## src/rtl/systolic_pkg.sv

```systemverilog
// ---------------------------------------------------------------------------
// systolic_pkg
//
// Shared definitions for the 2x2 fixed-point systolic array and its result
// drain.
//
// Contents:
//   SIZE_DEFAULT / DECIMAL_DEFAULT : element width and fractional bits
//   drain_state_t                  : result-drain FSM states
//   ROW_TO_SLOT                    : row-major element index -> bus slot map
//   bus_slot()                     : helper that reads ROW_TO_SLOT
// ---------------------------------------------------------------------------
package systolic_pkg;

    localparam int SIZE_DEFAULT    = 8;
    localparam int DECIMAL_DEFAULT = 4;

    typedef enum logic [1:0] {
        IDLE = 2'd0,
        WAIT = 2'd1,
        SEND = 2'd2,
        DONE = 2'd3
    } drain_state_t;

    // The array's result bus is column-major (c11, c21, c12, c22).
    // Consumers want row-major (c11, c12, c21, c22).
    // Entry r (2 bits at [2r+1:2r]) holds the bus slot of row-major element r.
    // The table is {0,2,1,3}, packed LSB-first.
    localparam logic [7:0] ROW_TO_SLOT = {2'd3, 2'd1, 2'd2, 2'd0};

    function automatic logic [1:0] bus_slot(input logic [1:0] row_idx);
        return ROW_TO_SLOT[int'(row_idx) * 2 +: 2];
    endfunction

endpackage

```

## src/rtl/systolic_result_drain_if.sv

```systemverilog
// ---------------------------------------------------------------------------
// systolic_result_drain_if
//
// Element stream leaving the systolic result drain. It uses a valid/ready
// handshake with one element per beat.
//
// Signals:
//   dout       : current element (SIZE bits, signed fixed point)
//   dout_idx   : row-major index of dout (0=c11, 1=c12, 2=c21, 3=c22)
//   dout_valid : dout/dout_idx/dout_last are valid
//   dout_ready : consumer accepts the beat when high together with dout_valid
//   dout_last  : marks the beat at index 3
//
// Modports:
//   master : the drain (drives the data, samples ready)
//   slave  : the consumer (samples the data, drives ready)
// ---------------------------------------------------------------------------
interface systolic_result_drain_if
    import systolic_pkg::*;
#(
    parameter int SIZE = SIZE_DEFAULT
);

    logic [SIZE-1:0] dout;
    logic [1:0]      dout_idx;
    logic            dout_valid;
    logic            dout_ready;
    logic            dout_last;

    modport master (
        output dout,
        output dout_idx,
        output dout_valid,
        output dout_last,
        input  dout_ready
    );

    modport slave (
        input  dout,
        input  dout_idx,
        input  dout_valid,
        input  dout_last,
        output dout_ready
    );

endinterface

```

## src/rtl/systolic_result_drain.sv

```systemverilog
// ---------------------------------------------------------------------------
// systolic_result_drain
//
// Output-side companion to the 2x2 systolic array. On an accepted start it
// counts LATENCY cycles. It then captures the packed result bus and streams
// the four elements out in row-major order, one per beat, over a valid/ready
// handshake.
//
// Parameters:
//   SIZE    : element width in bits (signed two's complement fixed point)
//   DECIMAL : fractional bits. They are carried only; values are never rescaled.
//   LATENCY : cycles from an accepted start to a stable mi. Legal range 1..255.
//
// Ports:
//   clk   : clock, rising edge
//   rst   : asynchronous reset, active low
//   start : one-cycle pulse that starts a drain. It is honoured only in IDLE
//           and DONE.
//   mi    : array result bus, column-major
//           [S-1:0]=c11 [2S-1:S]=c21 [3S-1:2S]=c12 [4S-1:3S]=c22
//   out   : element stream (systolic_result_drain_if master)
//   busy  : high while waiting for the result or streaming it
//   done  : one-cycle pulse after the final beat has been accepted
//
// Build option:
//   SYSTOLIC_DRAIN_RELU_EN : when defined, negative elements (MSB set) are
//                            stored as zero at capture. Otherwise elements
//                            pass through bit-exact.
//
// Every output is a flop. dout_ready only steers next-state logic, so no
// combinational path runs from ready to any output.
// ---------------------------------------------------------------------------
module systolic_result_drain
    import systolic_pkg::*;
#(
    parameter int SIZE    = SIZE_DEFAULT,
    parameter int DECIMAL = DECIMAL_DEFAULT,
    parameter int LATENCY = 5
) (
    input  logic                  clk,
    input  logic                  rst,
    input  logic                  start,
    input  logic [4*SIZE-1:0]     mi,
    systolic_result_drain_if.master out,
    output logic                  busy,
    output logic                  done
);

    // Out-of-range parameters land in these named, empty scopes. They are
    // visible in the elaborated hierarchy, and the values stay referenced.
    if (LATENCY < 1 || LATENCY > 255) begin : g_latency_out_of_range
    end
    if (DECIMAL < 0 || DECIMAL >= SIZE) begin : g_decimal_out_of_range
    end

    // The counter runs 0..LATENCY-1. Capture happens on the edge where it
    // reads LATENCY-1, which is exactly LATENCY edges after start was sampled.
    localparam logic [7:0] LAST_CNT = 8'(LATENCY - 1);

    drain_state_t    state_reg;
    logic [7:0]      cnt_reg;
    logic [1:0]      idx_reg;
    logic [1:0]      idx_next;
    logic [SIZE-1:0] elem_buf [4];

    // -----------------------------------------------------------------------
    // Capture path: reorder the column-major bus into row-major elements and
    // optionally clamp negative values to zero.
    // -----------------------------------------------------------------------
    logic [SIZE-1:0] cap_elem [4];

    for (genvar gi = 0; gi < 4; gi++) begin : g_cap
        localparam int SLOT = int'(bus_slot(2'(gi)));

        logic [SIZE-1:0] raw_elem;
        assign raw_elem = mi[SLOT*SIZE +: SIZE];

`ifdef SYSTOLIC_DRAIN_RELU_EN
        assign cap_elem[gi] = raw_elem[SIZE-1] ? '0 : raw_elem;
`else
        assign cap_elem[gi] = raw_elem;
`endif
    end

    assign idx_next = idx_reg + 2'd1;

    // -----------------------------------------------------------------------
    // Control FSM with registered outputs.
    // -----------------------------------------------------------------------
    always_ff @(posedge clk or negedge rst) begin
        if (!rst) begin
            state_reg      <= IDLE;
            cnt_reg        <= '0;
            idx_reg        <= '0;
            for (int i = 0; i < 4; i++) begin
                elem_buf[i] <= '0;
            end
            out.dout       <= '0;
            out.dout_idx   <= '0;
            out.dout_valid <= 1'b0;
            out.dout_last  <= 1'b0;
            busy           <= 1'b0;
            done           <= 1'b0;
        end else begin
            case (state_reg)
                IDLE: begin
                    done <= 1'b0;
                    if (start) begin
                        state_reg <= WAIT;
                        cnt_reg   <= '0;
                        busy      <= 1'b1;
                    end
                end

                WAIT: begin
                    if (cnt_reg == LAST_CNT) begin
                        // mi is sampled on this edge only. Later bus activity
                        // cannot disturb the elements being streamed.
                        for (int i = 0; i < 4; i++) begin
                            elem_buf[i] <= cap_elem[i];
                        end
                        idx_reg        <= '0;
                        // The first beat goes straight from the capture mux.
                        // This lets dout_valid rise on the capture edge.
                        out.dout       <= cap_elem[0];
                        out.dout_idx   <= '0;
                        out.dout_valid <= 1'b1;
                        out.dout_last  <= 1'b0;
                        state_reg      <= SEND;
                    end else begin
                        cnt_reg <= cnt_reg + 8'd1;
                    end
                end

                SEND: begin
                    // dout_valid is always high in SEND, so ready alone
                    // signals acceptance. Without ready nothing changes.
                    if (out.dout_ready) begin
                        if (idx_reg == 2'd3) begin
                            idx_reg        <= '0;
                            out.dout       <= '0;
                            out.dout_idx   <= '0;
                            out.dout_valid <= 1'b0;
                            out.dout_last  <= 1'b0;
                            busy           <= 1'b0;
                            done           <= 1'b1;
                            state_reg      <= DONE;
                        end else begin
                            idx_reg       <= idx_next;
                            out.dout      <= elem_buf[idx_next];
                            out.dout_idx  <= idx_next;
                            out.dout_last <= (idx_next == 2'd3);
                        end
                    end
                end

                DONE: begin
                    // A start here chains straight into the next drain. This
                    // gives the minimum start-to-start period.
                    done <= 1'b0;
                    if (start) begin
                        state_reg <= WAIT;
                        cnt_reg   <= '0;
                        busy      <= 1'b1;
                    end else begin
                        state_reg <= IDLE;
                    end
                end

                default: begin
                    state_reg <= IDLE;
                end
            endcase
        end
    end

endmodule
```

## src/flat_wrapper.sv

```systemverilog
// flat-port wrapper written by rule: the top's interface ports become plain ports
module systolic_result_drain_flat import systolic_pkg::*;
#(
    parameter int SIZE    = SIZE_DEFAULT,
    parameter int DECIMAL = DECIMAL_DEFAULT,
    parameter int LATENCY = 5
)
  (clk, rst, start, mi, busy, done, out_dout, out_dout_idx, out_dout_valid, out_dout_last, out_dout_ready);
  systolic_result_drain_if #(.SIZE(SIZE)) out_i ();
  input  logic clk;
  input  logic rst;
  input  logic start;
  input  logic [4*SIZE-1:0] mi;
  output logic busy;
  output logic done;
  output wire logic [$bits(out_i.dout)-1:0] out_dout;
  output wire logic [$bits(out_i.dout_idx)-1:0] out_dout_idx;
  output wire logic [$bits(out_i.dout_valid)-1:0] out_dout_valid;
  output wire logic [$bits(out_i.dout_last)-1:0] out_dout_last;
  input wire logic [$bits(out_i.dout_ready)-1:0] out_dout_ready;
  assign out_dout = out_i.dout;
  assign out_dout_idx = out_i.dout_idx;
  assign out_dout_valid = out_i.dout_valid;
  assign out_dout_last = out_i.dout_last;
  assign out_i.dout_ready = out_dout_ready;
  systolic_result_drain #(.SIZE(SIZE), .DECIMAL(DECIMAL), .LATENCY(LATENCY)) u_core (.clk(clk), .rst(rst), .start(start), .mi(mi), .out(out_i), .busy(busy), .done(done));
endmodule
```

## config.mk

```make
export PLATFORM = sky130hd
export DESIGN_NAME = systolic_result_drain_flat
export DESIGN_NICKNAME = d
export VERILOG_FILES = /design/src/rtl/systolic_pkg.sv /design/src/rtl/systolic_result_drain_if.sv /design/src/rtl/systolic_result_drain.sv /design/src/flat_wrapper.sv
export SDC_FILE = /design/constraint.sdc
export NUM_CORES = 1
export LEC_CHECK = 0
export CAP_MARGIN = 20
export CELL_PAD_IN_SITES_DETAIL_PLACEMENT = 1
export CELL_PAD_IN_SITES_GLOBAL_PLACEMENT = 1
export CORE_MARGIN = 1
export CORE_UTILIZATION = 44
export DETAILED_ROUTE_END_ITERATION = 8
export GPL_TIMING_DRIVEN = 0
export PLACE_DENSITY_LB_ADDON = 0.1
export SKIP_LAST_GASP = 1
export SLEW_MARGIN = 20
export SYNTH_ARGS = -nofsm -noshare
export SYNTH_HDL_FRONTEND = slang
export SYNTH_SLANG_ARGS = --single-unit
```

## constraint.sdc

```tcl
create_clock -name clk -period 5.3 [get_ports clk]
set_input_delay 1.06 -clock clk [delete_from_list [all_inputs] [get_ports clk]]
set_output_delay 1.06 -clock clk [all_outputs]
set_load 0.01 [all_outputs]
```

==> results.sh <==
export IMPL_drv_cap=0
export IMPL_clk_latency_ns=0.31
export IMPL_nNetsFinal=395
export IMPL_slowest_stage="nor3_2"
export IMPL_fillers=723
export IMPL_syn_avg_cell_area_um2=10.06
export IMPL_netlist_area_um2=2948
export IMPL_syn_num_nets=338
export IMPL_finalCritPeriodShare_pct=44.98
export IMPL_synthAdderAreaFrac_pct=3.820
export IMPL_drt_initial_drc_count=82
export IMPL_min_from="u_core.elem_buf[7]"
export IMPL_ant_nets=0
export IMPL_cts_root_buf="clkbuf_8"
export IMPL_track_usage_pct=22.59
export IMPL_synthMuxAreaShare_pct=12.69
export IMPL_synth_cell_types=46
export IMPL_worst_slack_ns=2.916
export IMPL_r2r_end="u_core.out.dout[1]"
export IMPL_vias_per_cell=5.443
export IMPL_final_min_clock_period_ns=2.384
export IMPL_postSynthCellCount=293
export IMPL_violations="design-rule violations"
export IMPL_core_area_um2=6422
export IMPL_critPathKind="flip-flop to flip-flop"
export IMPL_status="finished, violations left"
export IMPL_max_freq_ghz=0.4195
export IMPL_r2r_slack_ns=2.92
export IMPL_leakage_nw=1.740
export IMPL_setup_violations_final=0
export IMPL_regToRegStartpoint="u_core.state_reg[0]"
export IMPL_worstHoldPathCells=2
export IMPL_drc_errors=6
export IMPL_relSlewSlack_pct=54.47
export IMPL_die_h_um=83.85
export IMPL_r2r_cells=7
export IMPL_ys_seq_area_share_pct=47.54
export IMPL_cts_setup_buffers=0
export IMPL_synth_edf_count=0
export IMPL_crit_path_max_fanout=10
export IMPL_antenna_found_initial=0
export IMPL_io_buffers=49
export IMPL_num_antenna_cells=0
export IMPL_cts_sinks=56
export IMPL_vias=2324
export IMPL_dieArea_um2=7031
export IMPL_synth_top_family_by_area="simple AND/OR/NAND/NOR gates"
export IMPL_async_reset_ff_share_pct=100.0
export IMPL_grt_pass1_wl_um=12270
export IMPL_cp_required_ns=5.56
export IMPL_drv_slew=0
export IMPL_grt_max_degree=56
export IMPL_syn_to_final_growth_pct=23.39
export IMPL_layout_drive_gt1_share_pct=12.00
export IMPL_synth_flop_cell="dfrtp_1"
export IMPL_place_ws_ns=2.621
export IMPL_cts_buffer_depth=2
export IMPL_cp_data_arrival_time_ns=2.64
export IMPL_initial_utilization_pct=45.90
export IMPL_synth_simple_area_share_pct=21.35
export IMPL_power_density_nw_per_um2=519.6
export IMPL_largest_register_ffs=32
export IMPL_die_w_um=83.85
export IMPL_clock_skew_ns=0.006390
export IMPL_num_rows=29
export IMPL_ys_warn_count=0
export IMPL_routedWlPerCell_um=17.01
export IMPL_post_cts_resized=0
export IMPL_finalWirelength_um=7262
export IMPL_start_kind="flip-flop"
export IMPL_synthXorXnorAreaFrac_pct=0
export IMPL_worstMarginPinSlew_ns=0.6793
export IMPL_gp_congestion=0.7631
export IMPL_critPathCaptureType="flip-flop"
export IMPL_cp_top_family="buffers and inverters"
export IMPL_holdBufCountCts=0
export IMPL_cts_made_buffers=5
export IMPL_cts_tree="built"
export IMPL_worstHoldEndpoint="u_core.elem_buf[7]"
export IMPL_clk_pin_slew_worst_paths_ns=0.09
export IMPL_slowest_delay_ns=0.63
export IMPL_drt_pass1_iter_count=6
export IMPL_vdd_ir_drop_max_mv=0.1859
export IMPL_grt_pass1_vias=2402
export IMPL_finalSetupTns_ns=0
export IMPL_dp_hpwl_um=5216
export IMPL_synth_compound_area_share_pct=10.57
export IMPL_path_cells="inv_1 > ha_1 > buf_2 > clkinv_1 > nor3_2 > a221o_1 > mux2_4"
export IMPL_final_cell_mix="102 x nand2_1, 56 x dfrtp_1, 48 x clkdlybuf4s50_1"
export IMPL_htree_levels=2
export IMPL_hp_class="flip-flop to flip-flop"
export IMPL_final_common_cell="nand2_1"
export IMPL_ys_seq_elements=56
export IMPL_path_buf_inv=3
export IMPL_rsz0062_at_grt="false"
export IMPL_hold_viol_final=0
export IMPL_overflow=0
export IMPL_ioPinCount=50
==> power breakdown <==
group	internal (mW)	switching [mW]	total, mW
registers	0.592	0.110	0.702
clock network	0.0904	0.133	0.224
logic	0.493	0.472	0.964
total	1.17	0.715	1.89
==> synthesized netlist by cell type (all sizes together), types with 2 or more instances <==
library cell,instances,share of area [%]
nand2,102,13
dfrtp,56,48
nand3,2,0.34
buf,11,2.8
nor3,3,0.85
a22o,2,0.59
ha,9,3.8
a31oi,3,0.64
nor2,7,1.4
a221o,8,2.7
nand2b,2,0.42
mux2,19,9.3
a21oi,8,1.4
o21ai,8,1.4
inv,6,0.76
mux2i,10,3.4
a41o,3,1.0
and3,3,0.64
nor2b,10,2.1
clkbuf,3,0.38
==> how the worst max path moves through the flow <==
| stage | to | slack [ns] | cells past startpoint | start |
|---|---|---|---|---|
| 2_1_floorplan | u_core.out.dout[0] | 3.25 | 7 | u_core.idx_reg[0] |
| 3_3_place_gp | u_core.out.dout[1] | 1.32 | 1 | rst |
| 3_5_place_dp | u_core.out.dout[7] | 2.62 | 4 | out_dout_ready |
| 4_1_cts | u_core.out.dout[4] | 2.87 | 7 | u_core.state_reg[0] |
| 5_1_grt | u_core.out.dout[1] | 2.79 | 7 | u_core.state_reg[0] |
| 6_report | u_core.out.dout[1] | 2.92 | 7 | u_core.state_reg[0] |
==> metrics by stage <==
step                      hold WS, ns  std cells  area [µm²]  utilization [%]  power [mW]
after global routing           0.5044        427        3637            56.63       2.033
after detailed placement       0.4586        420        3560            55.43       1.684
after global placement         0.4484        419        3535            55.04       1.636
after floorplan                0.4380        293        2948                -       1.370
after CTS                      0.4803        427        3637            56.63       1.913
final                          0.4756        427        3637            56.63       1.890
==> cells by family after synthesis <==
logic type	Yosys count
muxes	29
buffers and inverters	21
AOI/OAI and AO/OA	42
and+or+nand+nor	136
DFF	56
adders and majority gates	9
==> layout make-up <==
type,count,area [µm²],share of cell area (%)
buffer,14,92.59,2.546
clock buffer,6,72.57,1.995
clock inverter,1,5.005,0.1376
inverter,7,26.28,0.7224
multi-input combinational,216,1428,39.25
sequential,56,1401,38.53
tap,77,96.34,2.649
timing repair buffer,50,515.5,14.17
==> metal layers <==
layer	vias up	routed length [µm]	part of all wire [%]	GRT usage, %
met5	-	0	0	0
met4	0	76	1.0	5.799
met3	8	228	3.1	3.660
met2	43	3590	49	37.41
met1	1159	3366	46	30.95
li1	1114	-	-	-
==> tightest hold or removal path: stages (launching register included) <==
cell and delay [ns]:
dfrtp_1 0.35, nand2_1 0.05, nand2_1 0.05
No activity file was read; power rests on OpenSTA's default activity.
